[src/rtl/mac_divide_sequencer_if.sv]
// Bundle between the MAC/divide sequencer and its neighbours.
// Carries the term input, the divider link, the result output and the status flags.
interface mac_divide_sequencer_if;
  logic        IN_VALID;
  logic        IN_READY;
  logic [15:0] IN_DATA;
  logic [15:0] IN_WEIGHT;
  logic [15:0] SCALE;
  logic [31:0] DIV_TOP;
  logic [31:0] DIV_DIVISOR;
  logic        DIV_START;
  logic        DIV_FINISH;
  logic [31:0] DIV_QUOTIENT;
  logic        OUT_VALID;
  logic        OUT_READY;
  logic [31:0] OUT_DATA;
  logic        BUSY;
  logic        ERR_DIV0;
  logic        ERR_TIMEOUT;

  modport slave (
    input  IN_VALID, IN_DATA, IN_WEIGHT, SCALE,
    input  DIV_FINISH, DIV_QUOTIENT, OUT_READY,
    output IN_READY, DIV_TOP, DIV_DIVISOR, DIV_START,
    output OUT_VALID, OUT_DATA, BUSY, ERR_DIV0, ERR_TIMEOUT
  );

  modport master (
    output IN_VALID, IN_DATA, IN_WEIGHT, SCALE,
    output DIV_FINISH, DIV_QUOTIENT, OUT_READY,
    input  IN_READY, DIV_TOP, DIV_DIVISOR, DIV_START,
    input  OUT_VALID, OUT_DATA, BUSY, ERR_DIV0, ERR_TIMEOUT
  );
endinterface

[src/rtl/mac_divide_sequencer.sv]
// Saturating MAC over NUM_TERMS pairs, then one divide by SCALE.
// Ports: CLOCK, RESET_N (async low), bus (slave side). Option: MAC_DIV_RELU_EN.
module mac_divide_sequencer #(
  parameter int NUM_TERMS      = 8,
  parameter int TIMEOUT_CYCLES = 40
) (
  input logic                   CLOCK,
  input logic                   RESET_N,
  mac_divide_sequencer_if.slave bus
);
  localparam int TW = $clog2(TIMEOUT_CYCLES + 1);
  localparam logic [31:0] POS_MAX = 32'h7FFF_FFFF;
  localparam logic [31:0] NEG_MAX = 32'h8000_0001;

  typedef enum logic [2:0] {
    S_IDLE, S_ACCUM, S_LAUNCH, S_WAIT, S_OUTPUT
  } state_t;

  state_t        state_q;
  logic [31:0]   acc_q;
  logic [31:0]   div_top_q;
  logic [31:0]   div_dvs_q;
  logic [31:0]   out_data_q;
  logic [15:0]   scale_q;
  logic [7:0]    count_q;
  logic [TW-1:0] timer_q;
  logic          in_ready_q;
  logic          div_start_q;
  logic          out_valid_q;
  logic          busy_q;
  logic          err_div0_q;
  logic          err_to_q;

  logic signed [15:0] din;
  logic signed [15:0] win;
  logic signed [15:0] scale_now;
  logic signed [31:0] prod;
  logic signed [31:0] base;
  logic signed [32:0] sum;
  logic [31:0]        acc_sat;
  logic               accept;
  logic               last;

  function automatic logic [31:0] shape(input logic [31:0] v);
`ifdef MAC_DIV_RELU_EN
    shape = v[31] ? 32'h0 : v;
`else
    shape = v;
`endif
  endfunction

  assign din       = bus.IN_DATA;
  assign win       = bus.IN_WEIGHT;
  assign scale_now = (state_q == S_IDLE) ? bus.SCALE : scale_q;
  assign prod      = 32'(din) * 32'(win);
  assign base      = (state_q == S_IDLE) ? '0 : acc_q;
  assign sum       = 33'(base) + 33'(prod);
  assign accept    = bus.IN_VALID && in_ready_q;
  assign last      = (state_q == S_IDLE) ? (NUM_TERMS == 1)
                   : (count_q == 8'(NUM_TERMS - 1));

  // Clamp symmetric: -2^31 would overflow when the divider negates it.
  always_comb begin
    acc_sat = sum[31:0];
    if (sum > 33'sd2147483647)
      acc_sat = POS_MAX;
    else if (sum < -33'sd2147483647)
      acc_sat = NEG_MAX;
  end

  always_ff @(posedge CLOCK or negedge RESET_N) begin
    if (!RESET_N) begin
      state_q     <= S_IDLE;
      acc_q       <= '0;
      div_top_q   <= '0;
      div_dvs_q   <= '0;
      out_data_q  <= '0;
      scale_q     <= '0;
      count_q     <= '0;
      timer_q     <= '0;
      in_ready_q  <= 1'b0;
      div_start_q <= 1'b0;
      out_valid_q <= 1'b0;
      busy_q      <= 1'b0;
      err_div0_q  <= 1'b0;
      err_to_q    <= 1'b0;
    end else begin
      div_start_q <= 1'b0;
      unique case (state_q)
        S_IDLE, S_ACCUM: begin
          in_ready_q <= 1'b1;
          if (accept) begin
            acc_q   <= acc_sat;
            busy_q  <= 1'b1;
            state_q <= S_ACCUM;
            count_q <= (state_q == S_IDLE) ? 8'd1 : count_q + 8'd1;
            if (state_q == S_IDLE)
              scale_q <= bus.SCALE;
            if (last) begin
              state_q    <= S_LAUNCH;
              in_ready_q <= 1'b0;
              // Operands land with the pulse and hold to the next launch.
              if (scale_now != 16'sd0) begin
                div_top_q   <= acc_sat;
                div_dvs_q   <= 32'(scale_now);
                div_start_q <= 1'b1;
              end
            end
          end
        end
        S_LAUNCH: begin
          timer_q <= '0;
          if (scale_q == 16'h0) begin
            out_data_q  <= shape(acc_q[31] ? NEG_MAX : POS_MAX);
            err_div0_q  <= 1'b1;
            out_valid_q <= 1'b1;
            state_q     <= S_OUTPUT;
          end else begin
            state_q <= S_WAIT;
          end
        end
        S_WAIT: begin
          if (bus.DIV_FINISH) begin
            out_data_q  <= shape(bus.DIV_QUOTIENT);
            out_valid_q <= 1'b1;
            state_q     <= S_OUTPUT;
          end else if (timer_q == TW'(TIMEOUT_CYCLES - 1)) begin
            out_data_q  <= shape(32'h0);
            err_to_q    <= 1'b1;
            out_valid_q <= 1'b1;
            state_q     <= S_OUTPUT;
          end else begin
            timer_q <= timer_q + 1'b1;
          end
        end
        S_OUTPUT: begin
          if (bus.OUT_READY) begin
            out_valid_q <= 1'b0;
            busy_q      <= 1'b0;
            in_ready_q  <= 1'b1;
            state_q     <= S_IDLE;
          end
        end
        default: state_q <= S_IDLE;
      endcase
    end
  end

  assign bus.IN_READY    = in_ready_q;
  assign bus.DIV_TOP     = div_top_q;
  assign bus.DIV_DIVISOR = div_dvs_q;
  assign bus.DIV_START   = div_start_q;
  assign bus.OUT_VALID   = out_valid_q;
  assign bus.OUT_DATA    = out_data_q;
  assign bus.BUSY        = busy_q;
  assign bus.ERR_DIV0    = err_div0_q;
  assign bus.ERR_TIMEOUT = err_to_q;
endmodule

[src/flat_wrapper.sv]
// flat-port wrapper written by rule: the top's interface ports become plain ports
module mac_divide_sequencer_flat 
#(
  parameter int NUM_TERMS      = 8,
  parameter int TIMEOUT_CYCLES = 40
)
  (CLOCK, RESET_N, bus_IN_VALID, bus_IN_DATA, bus_IN_WEIGHT, bus_SCALE, bus_DIV_FINISH, bus_DIV_QUOTIENT, bus_OUT_READY, bus_IN_READY, bus_DIV_TOP, bus_DIV_DIVISOR, bus_DIV_START, bus_OUT_VALID, bus_OUT_DATA, bus_BUSY, bus_ERR_DIV0, bus_ERR_TIMEOUT);
  mac_divide_sequencer_if bus_i ();
  input logic CLOCK;
  input logic RESET_N;
  input wire logic [$bits(bus_i.IN_VALID)-1:0] bus_IN_VALID;
  input wire logic [$bits(bus_i.IN_DATA)-1:0] bus_IN_DATA;
  input wire logic [$bits(bus_i.IN_WEIGHT)-1:0] bus_IN_WEIGHT;
  input wire logic [$bits(bus_i.SCALE)-1:0] bus_SCALE;
  input wire logic [$bits(bus_i.DIV_FINISH)-1:0] bus_DIV_FINISH;
  input wire logic [$bits(bus_i.DIV_QUOTIENT)-1:0] bus_DIV_QUOTIENT;
  input wire logic [$bits(bus_i.OUT_READY)-1:0] bus_OUT_READY;
  output wire logic [$bits(bus_i.IN_READY)-1:0] bus_IN_READY;
  output wire logic [$bits(bus_i.DIV_TOP)-1:0] bus_DIV_TOP;
  output wire logic [$bits(bus_i.DIV_DIVISOR)-1:0] bus_DIV_DIVISOR;
  output wire logic [$bits(bus_i.DIV_START)-1:0] bus_DIV_START;
  output wire logic [$bits(bus_i.OUT_VALID)-1:0] bus_OUT_VALID;
  output wire logic [$bits(bus_i.OUT_DATA)-1:0] bus_OUT_DATA;
  output wire logic [$bits(bus_i.BUSY)-1:0] bus_BUSY;
  output wire logic [$bits(bus_i.ERR_DIV0)-1:0] bus_ERR_DIV0;
  output wire logic [$bits(bus_i.ERR_TIMEOUT)-1:0] bus_ERR_TIMEOUT;
  assign bus_i.IN_VALID = bus_IN_VALID;
  assign bus_i.IN_DATA = bus_IN_DATA;
  assign bus_i.IN_WEIGHT = bus_IN_WEIGHT;
  assign bus_i.SCALE = bus_SCALE;
  assign bus_i.DIV_FINISH = bus_DIV_FINISH;
  assign bus_i.DIV_QUOTIENT = bus_DIV_QUOTIENT;
  assign bus_i.OUT_READY = bus_OUT_READY;
  assign bus_IN_READY = bus_i.IN_READY;
  assign bus_DIV_TOP = bus_i.DIV_TOP;
  assign bus_DIV_DIVISOR = bus_i.DIV_DIVISOR;
  assign bus_DIV_START = bus_i.DIV_START;
  assign bus_OUT_VALID = bus_i.OUT_VALID;
  assign bus_OUT_DATA = bus_i.OUT_DATA;
  assign bus_BUSY = bus_i.BUSY;
  assign bus_ERR_DIV0 = bus_i.ERR_DIV0;
  assign bus_ERR_TIMEOUT = bus_i.ERR_TIMEOUT;
  mac_divide_sequencer #(.NUM_TERMS(NUM_TERMS), .TIMEOUT_CYCLES(TIMEOUT_CYCLES)) u_core (.CLOCK(CLOCK), .RESET_N(RESET_N), .bus(bus_i));
endmodule
[config.mk]
export PLATFORM = sky130hd
export DESIGN_NAME = mac_divide_sequencer_flat
export DESIGN_NICKNAME = d
export VERILOG_FILES = /design/src/rtl/mac_divide_sequencer_if.sv /design/src/rtl/mac_divide_sequencer.sv /design/src/flat_wrapper.sv
export SDC_FILE = /design/constraint.sdc
export NUM_CORES = 1
export LEC_CHECK = 0
export CAP_MARGIN = 20
export CORE_MARGIN = 2
export CORE_UTILIZATION = 60
export DETAILED_ROUTE_END_ITERATION = 8
export PLACE_DENSITY_LB_ADDON = 0.08
export SETUP_SLACK_MARGIN = 0.15
export SYNTH_ARGS = -nofsm -noshare
export SYNTH_HDL_FRONTEND = slang
export SYNTH_SLANG_ARGS = --single-unit
[constraint.sdc]
create_clock -name CLOCK -period 7.1 [get_ports CLOCK]
set_input_delay 1.065 -clock CLOCK [delete_from_list [all_inputs] [get_ports CLOCK]]
set_output_delay 1.065 -clock CLOCK [all_outputs]
set_load 0.02 [all_outputs]
==> metrics.md, run 1 <==
| Metric | Value |
|---|---|
| Status | `complete, no violations` |
| Initial antenna violation count | `0` |
| Max Cap Viol | `0` |
| Worst path arrival time | `7.28 ns` |
| Fin crit share | `98.35%` |
| Startpoint types | `input port` |
| CP Max Fanout | `6` |
| Mapped Cells | `1,959` |
| Family with the most delay on the worst path | `adder cells` |
| Routed Antenna Nets | `0` |
| Share of post-route cells with drive strength above 1 | `23.51%` |
| Clk sink count | `151` |
| First-pass GRT wire length | `78.67 mm` |
| Slowest-stage cell, CP | `fa_1` |
| Most frequent cells in the layout | `inv_1, fa_1, buf_4` |
| Worst hold margin | `0.4620 ns` |
| Hold-critical path depth | `1` |
| Worst Tran Pin Value | `1.064 ns` |
| Number of H-tree levels | `4` |
| Mean post-synth cell area | `9.308 um^2` |
| Register area share after synthesis | `20.72%` |
| CP peak stage delay | `0.56 ns` |
| Clock skew | `0.01111 ns` |
| Tot GR Track Use | `31.41%` |
| Total CTS buffers | `17` |
| Drt first pass iters | `5` |
| Vias in the first global route | `15,980` |
| Final Core Density | `80.05%` |
| Asr flop ratio synth | `100.0%` |
| Crit path top cell by count | `fa_1` |
| Most used routing layer | `met2` |
| Register Area | `3779 um^2` |
| Synthesis-stage register bit count | `151` |
| Hpwl dp | `36.75 mm` |
| Tmin final | `6.983 ns` |
| GPL Wtd Cong | `0.9514` |
| Endpoints failing hold | `0` |
| Setup violations, final | `0` |
| Synth Cell Area | `18,230 um^2` |
| Vias | `15,170` |
| M1 GR Usage | `41.87%` |
| Pin count of the biggest net entering global routing | `80` |
| Core area | `29,800 um^2` |
| Number of top-level pins | `187` |
| Buffers added on ports | `186` |
| Final Net Count | `2,813` |
| Critical path buffer and inverter count | `10` |
| Reg2reg path depth | `27` |
| R2r startpoint | `u_core.state_q[1]` |
| DR iter-0 viols | `984` |
| Critical Path RT | `7.39 ns` |
| Hold Crit Class | `reg -> reg` |
| YS warnings | `0` |
| Wire per inst | `18.32 um` |
| CTS root buf | `clkbuf_16` |
| DRC | `0` |
| Share of the synthesized area in the top cell type | `32.83%` |
| Slew margin rel. | `29.09%` |
| Cell depth of the worst setup path | `27` |
| Grt total ovfl | `0` |
| Worst setup slack after layout | `0.1170 ns` |
| Area growth syn-to-layout | `30.82%` |
| Latest clock arrival within the worst-skew pair | `0.42 ns` |
| FMAX | `143.2 MHz` |
| Kind of critical path | `in -> reg` |
| Pre-CTS setup slack | `-0.7958 ns` |
| Vias per inst | `5.559` |
| RSZ-0062 raised after global routing | `true` |
| Most common cell after layout, fill and taps aside | `inv_1` |
| FILL cells | `1,924` |
| Grt met3 use | `5.477%` |
| Reg clk slew, reported paths | `0.07 ns` |
| Number of synthesized flops with an enable pin | `0` |
| DIE WIDTH | `178.3 um` |
| Synth cell types | `73` |
| Multi-input logic area | `13,610 um^2` |
| Area leader, netlist | `fa_1` |
| Detailed-route wire length | `50.00 mm` |
| Synth top area cells | `fa_1, dfrtp_1, ha_1` |
| Die Area | `31,800 um^2` |
| CP Launch Point | `bus_IN_WEIGHT[5]` |
| CTS tree | `done` |
| Slew Limit Fails | `0` |
| Rows | `63` |
| Number of diodes | `0` |
| Synth Net Count | `2,446` |
| GR Layer Usage met2 | `52.19%` |
| DIE HEIGHT | `178.3 um` |
| Hold Buf Count CTS | `0` |
| Element type at the critical path end | `register` |
| Max clock buf depth | `2` |
| Most common flop cell mapped by yosys | `dfrtp_1` |
| Hold_sp | `u_core.bus.ERR_DIV0` |
| Initial Utilization | `61.20%` |
stage by stage:
stage          cells  area, um^2   TNS, ns
2_1_floorplan   1959       18300         0
3_3_place_gp    2629       21740    -34.10
3_5_place_dp    2629       21740    -39.36
4_1_cts         2699       23090         0
5_1_grt         2729       23850  -0.02061
6_report        2729       23850         0
cells by family (layout without fill, tap and decap cells):
kind of cell    after synthesis  after routing  synth area share [%]
compound gates              297            297                 9.360
xor+xnor                     38             38                 1.866
fa+ha+maj                   417            417                 40.82
buf+inv                     447            827                 9.710
flops                       151            151                 20.72
mux                          38             38                 2.271
simple gates                571            571                 15.25
worst reg2reg max path, stage by stage (launching register included):
cell and delay, ns:
dfrtp_1 0.52, nor3_2 0.25, buf_4 0.37, nor2b_1 0.14, ha_1 0.29, inv_1 0.05, fa_1 0.50, inv_1 0.04
ha_1 0.28, ha_1 0.29, inv_1 0.06, fa_1 0.54, inv_1 0.04, ha_1 0.22, fa_1 0.41, a21o_1 0.23
a221o_2 0.41, a21oi_4 0.19, o211ai_1 0.21, buf_4 0.21, and2_4 0.14, a311oi_4 0.20, buf_6 0.17, buf_6 0.11
nor2_4 0.04, buf_8 0.14, nor3_4 0.22, a31oi_1 0.12
final timing paths:
| kind | end | slack (ns) |
|---|---|---|
| max in group asynchronous | u_core.bus.DIV_TOP[2] | 4.99 |
| min reg2reg | u_core.bus.ERR_DIV0 | 0.46 |
| min | u_core.bus.ERR_DIV0 | 0.46 |
| min in group asynchronous | u_core.bus.ERR_DIV0 | 0.66 |
| max reg2reg | u_core.bus.DIV_TOP[0] | 0.59 |
| max | u_core.bus.DIV_TOP[0] | 0.12 |
layer usage:
metal	vias to the layer above	wire length, um
met5	-	0
met4	0	1962
met3	145	3345
met2	593	24360
met1	7596	20340
li1	6836	-
cell type report:
cell class	count	share of cell area, %
multi-input combinational	1361	57.04
timing repair buffer	450	17.30
sequential	151	15.84
inverter	345	5.450
tap	390	2.046
clock buffer	18	1.841
clock inverter	14	0.4826
state kept, by name, indices dropped and copies added (netlist names):
signal / flops
u_core.count_q: 8
u_core.bus.IN_READY: 1
u_core.state_q: 3
u_core.timer_q: 6
u_core.bus.DIV_DIVISOR: 16
u_core.bus.DIV_TOP: 32
u_core.acc_q: 32
u_core.bus.BUSY: 1
u_core.bus.OUT_VALID: 1
u_core.bus.OUT_DATA: 32
u_core.scale_q: 16
u_core.bus.ERR_DIV0: 1
u_core.bus.DIV_START: 1
u_core.bus.ERR_TIMEOUT: 1
synth_stat cells, types with 6 or more instances:
master / instances
inv_1: 343
fa_1: 299
nand2_1: 222
dfrtp_1: 151
a21oi_1: 131
and2_1: 125
ha_1: 103
nor2_1: 102
clkbuf_1: 73
o21ai_0: 72
nor2b_1: 34
buf_4: 19
mux2_2: 19
xor2_1: 19
o21ai_1: 18
xnor2_1: 18
mux2i_1: 17
maj3_2: 15
a21o_1: 12
nand3_1: 12
nor3_1: 12
nand4_1: 10
a31oi_1: 8
nand2b_1: 8
nor4_1: 8
o21bai_1: 7
and3_1: 6
buf_2: 6
o21a_1: 6
o31ai_1: 6
or4_1: 6
what timing repair did:
action	CTS	global route
endpoints found under the setup margin	64	62
resized for setup	169	189
buffers inserted	30	25
gates cloned	8	4
pin swaps	89	97
Power of run 1 is not shown: default switching activity piles up to over one toggle a cycle in this logic, so the estimate is an artifact.
==> run 2: changes to the inputs <==
--- a/config.mk
+++ b/config.mk
@@ -6,9 +6,9 @@
 export NUM_CORES = 1
 export LEC_CHECK = 0
 export CAP_MARGIN = 20
-export CORE_MARGIN = 2
 export CORE_UTILIZATION = 60
 export DETAILED_ROUTE_END_ITERATION = 8
+export GPL_TIMING_DRIVEN = 1
 export PLACE_DENSITY_LB_ADDON = 0.08
 export SETUP_SLACK_MARGIN = 0.15
 export SYNTH_ARGS = -nofsm -noshare
==> metrics.md, run 2 (synthesis results as in run 1) <==
| Metric | Value |
|---|---|
| Detailed-route wire length | `49.25 mm` |
| Latest clock arrival within the worst-skew pair | `0.42 ns` |
| Buffers added on ports | `186` |
| Worst hold margin | `0.4705 ns` |
| Slowest-stage cell, CP | `fa_2` |
| DIE HEIGHT | `176.3 um` |
| Area growth syn-to-layout | `29.90%` |
| DR iter-0 viols | `938` |
| Final Net Count | `2,823` |
| Vias | `15,020` |
| Initial Utilization | `61.20%` |
| Worst Tran Pin Value | `0.8112 ns` |
| Most frequent cells in the layout | `inv_1, fa_1, buf_4` |
| Tot GR Track Use | `33.17%` |
| First-pass GRT wire length | `80.73 mm` |
| Fin crit share | `98.22%` |
| Hpwl dp | `37.96 mm` |
| RSZ-0062 raised after global routing | `true` |
| FMAX | `143.4 MHz` |
| Setup violations, final | `0` |
| Slew Limit Fails | `0` |
| Hold Crit Class | `reg -> reg` |
| Endpoints failing hold | `0` |
| Slew margin rel. | `45.92%` |
| Pin count of the biggest net entering global routing | `89` |
| Vias in the first global route | `16,070` |
| Clk sink count | `151` |
| Final Core Density | `79.50%` |
| Kind of critical path | `in -> reg` |
| Worst path arrival time | `7.28 ns` |
| Drt first pass iters | `5` |
| Rows | `63` |
| Max clock buf depth | `2` |
| Total CTS buffers | `17` |
| CTS root buf | `clkbuf_16` |
| Share of post-route cells with drive strength above 1 | `22.69%` |
| Critical Path RT | `7.41 ns` |
| CP Max Fanout | `6` |
| Hold Buf Count CTS | `0` |
| GPL Wtd Cong | `0.8854` |
| Number of diodes | `0` |
| Wire per inst | `17.98 um` |
| Element type at the critical path end | `register` |
| CTS tree | `done` |
| Max Cap Viol | `0` |
| Clock skew | `0.008560 ns` |
| Crit path top cell by count | `fa_1` |
| DRC | `0` |
| Vias per inst | `5.484` |
| Initial antenna violation count | `0` |
| Die Area | `31,090 um^2` |
| Most common cell after layout, fill and taps aside | `inv_1` |
| Startpoint types | `input port` |
| Reg clk slew, reported paths | `0.07 ns` |
| Tmin final | `6.973 ns` |
| Number of top-level pins | `187` |
| Core area | `29,800 um^2` |
| CP peak stage delay | `0.65 ns` |
| DIE WIDTH | `176.3 um` |
| Routed Antenna Nets | `0` |
| Status | `complete, no violations` |
| Grt total ovfl | `0` |
| Number of H-tree levels | `4` |
run 2: worst paths after layout:
check	startpoint	end	slack, ns	cells after the start
max	bus_IN_WEIGHT[2]	u_core.acc_q[30]	0.13	25
min	u_core.acc_q[6]	u_core.acc_q[6]	0.47	2
max reg2reg	u_core.state_q[1]	u_core.acc_q[30]	0.53	23
min reg2reg	u_core.acc_q[6]	u_core.acc_q[6]	0.47	2
max in group asynchronous	RESET_N	u_core.bus.DIV_TOP[3]	5.08	2
min in group asynchronous	RESET_N	u_core.bus.OUT_DATA[30]	0.71	1
run 2: through the flow:
| step | cell area [um^2] | worst slack (ns) | std cells | setup TNS, ns |
|---|---|---|---|---|
| 6_report | 23690 | 0.1267 | 2739 | 0 |
| 5_1_grt | 23690 | -0.05497 | 2739 | -0.1407 |
| 4_1_cts | 23240 | 0.1505 | 2723 | 0 |
| 3_5_place_dp | 21960 | -0.8908 | 2653 | -46.46 |
| 3_3_place_gp | 21960 | -0.8086 | 2653 | -42.56 |
| 2_1_floorplan | 18300 | 0.1522 | 1959 | 0 |
run 2: worst max-delay path: cells and delay by family:
kind	cells	cell delay (ns)
mux	1	0.25
buf+inv	10	1.02
compound gates	4	0.97
fa+ha+maj	8	3.73
simple gates	2	0.23
run 2: what timing repair did:
action                                  CTS  global route
endpoints found under the setup margin   64            62
endpoints found under the hold margin     0             0
gates cloned                             12             1
buffers inserted                         26            13
resized for setup                       195           142
pin swaps                                80            64
run 2: final cells by class:
class / count / area (um^2)
fill: 1921 / 6110
timing repair buffer: 459 / 4119
tap: 390 / 488.0
clock buffer: 17 / 425.4
clock inverter: 15 / 123.9
inverter: 345 / 1305
multi-input combinational: 1362 / 13450
sequential: 151 / 3779
run 2: per-layer routing:
metal / up-vias / track usage, % / part of all wire, %
met3: 103 / 5.362 / 5.4
met2: 472 / 57.58 / 51
li1: 6864 / - / -
met1: 7581 / 42.17 / 41
met4: 0 / 11.23 / 3.2
met5: - / 0 / 0
Power of run 2 is left out for the same reason.
==> run 3: changes to the inputs <==
--- a/config.mk
+++ b/config.mk
@@ -5,7 +5,7 @@
 export SDC_FILE = /design/constraint.sdc
 export NUM_CORES = 1
 export LEC_CHECK = 0
-export CAP_MARGIN = 20
+export CAP_MARGIN = 30
 export CORE_UTILIZATION = 60
 export DETAILED_ROUTE_END_ITERATION = 8
 export GPL_TIMING_DRIVEN = 1
==> metrics.md, run 3 (synthesis results as in run 1) <==
| Metric | Value |
|---|---|
| Hpwl dp | `38.02 mm` |
| Worst Tran Pin Value | `0.8121 ns` |
| Multi-input logic area | `13,490 um^2` |
| Area growth syn-to-layout | `30.49%` |
| Vias per inst | `5.455` |
| Grt total ovfl | `0` |
| Final Net Count | `2,818` |
| Initial Utilization | `61.20%` |
| Slew margin rel. | `45.86%` |
| Status | `complete, no violations` |
| Buffers added on ports | `186` |
| Max clock buf depth | `2` |
| Reg clk slew, reported paths | `0.07 ns` |
| Hold Crit Class | `reg -> reg` |
| DIE HEIGHT | `176.3 um` |
| Drt first pass iters | `5` |
| CTS root buf | `clkbuf_16` |
| GPL Wtd Cong | `0.8854` |
| First-pass GRT wire length | `80.49 mm` |
| Critical Path RT | `7.41 ns` |
| Latest clock arrival within the worst-skew pair | `0.42 ns` |
| Slew Limit Fails | `0` |
| Initial antenna violation count | `1` |
| Hold Buf Count CTS | `0` |
| Max Cap Viol | `0` |
| CP Max Fanout | `6` |
| Worst path arrival time | `7.35 ns` |
| Total CTS buffers | `17` |
| Share of post-route cells with drive strength above 1 | `22.82%` |
| Kind of critical path | `in -> reg` |
| Tmin final | `7.049 ns` |
| DRC | `0` |
| Vias | `14,920` |
| Startpoint types | `input port` |
| Clk sink count | `151` |
| Number of H-tree levels | `4` |
| Tot GR Track Use | `32.93%` |
| Core area | `29,800 um^2` |
| DR iter-0 viols | `953` |
| Element type at the critical path end | `register` |
| Detailed-route wire length | `49.50 mm` |
| Endpoints failing hold | `0` |
| Vias in the first global route | `16,020` |
| Wire per inst | `18.10 um` |
| Most common cell after layout, fill and taps aside | `inv_1` |
| Pin count of the biggest net entering global routing | `89` |
| Register Area | `3779 um^2` |
| Most frequent cells in the layout | `inv_1, fa_1, buf_4` |
| DIE WIDTH | `176.3 um` |
| Fin crit share | `99.28%` |
| Number of top-level pins | `187` |
| Final setup TNS | `0 ns` |
| FMAX | `141.9 MHz` |
| RSZ-0062 raised after global routing | `true` |
| Routed Antenna Nets | `0` |
| Rows | `63` |
| Setup violations, final | `0` |
| Die Area | `31,090 um^2` |
| Clock skew | `0.008506 ns` |
| FILL cells | `1,938` |
| CTS tree | `done` |
==> run 3: changes by cell type in the layout (fill, tap and decap cells not counted), moves of 5 or more <==
cell / delta
o21ai_1: +12
o21ai_2: -9
buf_4: -8
clkbuf_2: +8
fa_1: -8
fa_2: +8
ha_1: -6
buf_2: -5
ha_4: +5
==> run 3: critical path, cell delays in order <==
cell and delay [ns]:
buf_12 0.11, buf_12 0.13, and2_4 0.16, fa_1 0.55, inv_2 0.05, fa_1 0.47
fa_1 0.51, inv_2 0.04, fa_1 0.52, fa_1 0.53, inv_2 0.05, fa_1 0.52
inv_2 0.05, ha_4 0.27, buf_6 0.09, nand4_1 0.15, nor2_2 0.18, nand3_2 0.10
o211ai_1 0.46, a2111oi_4 0.15, a311oi_4 0.38, buf_12 0.17, inv_2 0.03, maj3_2 0.33
mux2_4 0.28
==> run 3: final timing paths <==
check                                        from                      end  slack (ns)  cells after the start
setup / recovery                 bus_IN_WEIGHT[6]         u_core.acc_q[30]        0.05                     25
hold / removal             u_core.bus.ERR_TIMEOUT   u_core.bus.ERR_TIMEOUT        0.47                      1
setup reg to reg                u_core.state_q[1]         u_core.acc_q[30]        0.40                     21
hold reg to reg            u_core.bus.ERR_TIMEOUT   u_core.bus.ERR_TIMEOUT        0.47                      1
max in group asynchronous                 RESET_N        u_core.scale_q[9]        5.04                      2
min in group asynchronous                 RESET_N  u_core.bus.OUT_DATA[30]        0.69                      1
==> run 3: routing by layer <==
layer	GRT usage (%)	up-vias	routed length, um
met5	0	-	0
met4	11.38	0	1702
met3	5.211	116	2685
met2	56.77	491	25040
met1	42.22	7469	20080
li1	-	6844	-
==> run 3: stage by stage <==
| step | worst slack (ns) | hold WS, ns | area, um^2 | cells | utilization, % |
|---|---|---|---|---|---|
| after floorplan | 0.1522 | 0.4422 | 18300 | 1959 | - |
| after CTS | 0.1497 | 0.4678 | 23210 | 2719 | 77.90 |
| after global placement | -0.8086 | 0.4396 | 21960 | 2653 | 73.70 |
| final | 0.05141 | 0.4693 | 23790 | 2735 | 79.85 |
| after detailed placement | -0.9230 | 0.4490 | 21970 | 2654 | 73.75 |
| after global routing | -0.08073 | 0.4868 | 23790 | 2735 | 79.85 |
==> run 3: what timing repair did <==
action / in CTS / in global routing
buffers inserted: 20 / 11
setup endpoints to repair: 64 / 62
resized for setup: 161 / 186
gates cloned: 13 / 3
pin swaps: 71 / 93
==> run 3: cell type report <==
cell class                      instances  share of cell area, %
Multi-Input combinational cell       1362                  56.70
Inverter                              345                  5.474
Tap cell                              390                  2.051
Timing Repair Buffer                  454                  17.30
Antenna cell                            1                0.01052
Clock inverter                         13                 0.7152
Sequential cell                       151                  15.88
Clock buffer                           19                  1.862
Power of run 3 is left out for the same reason.
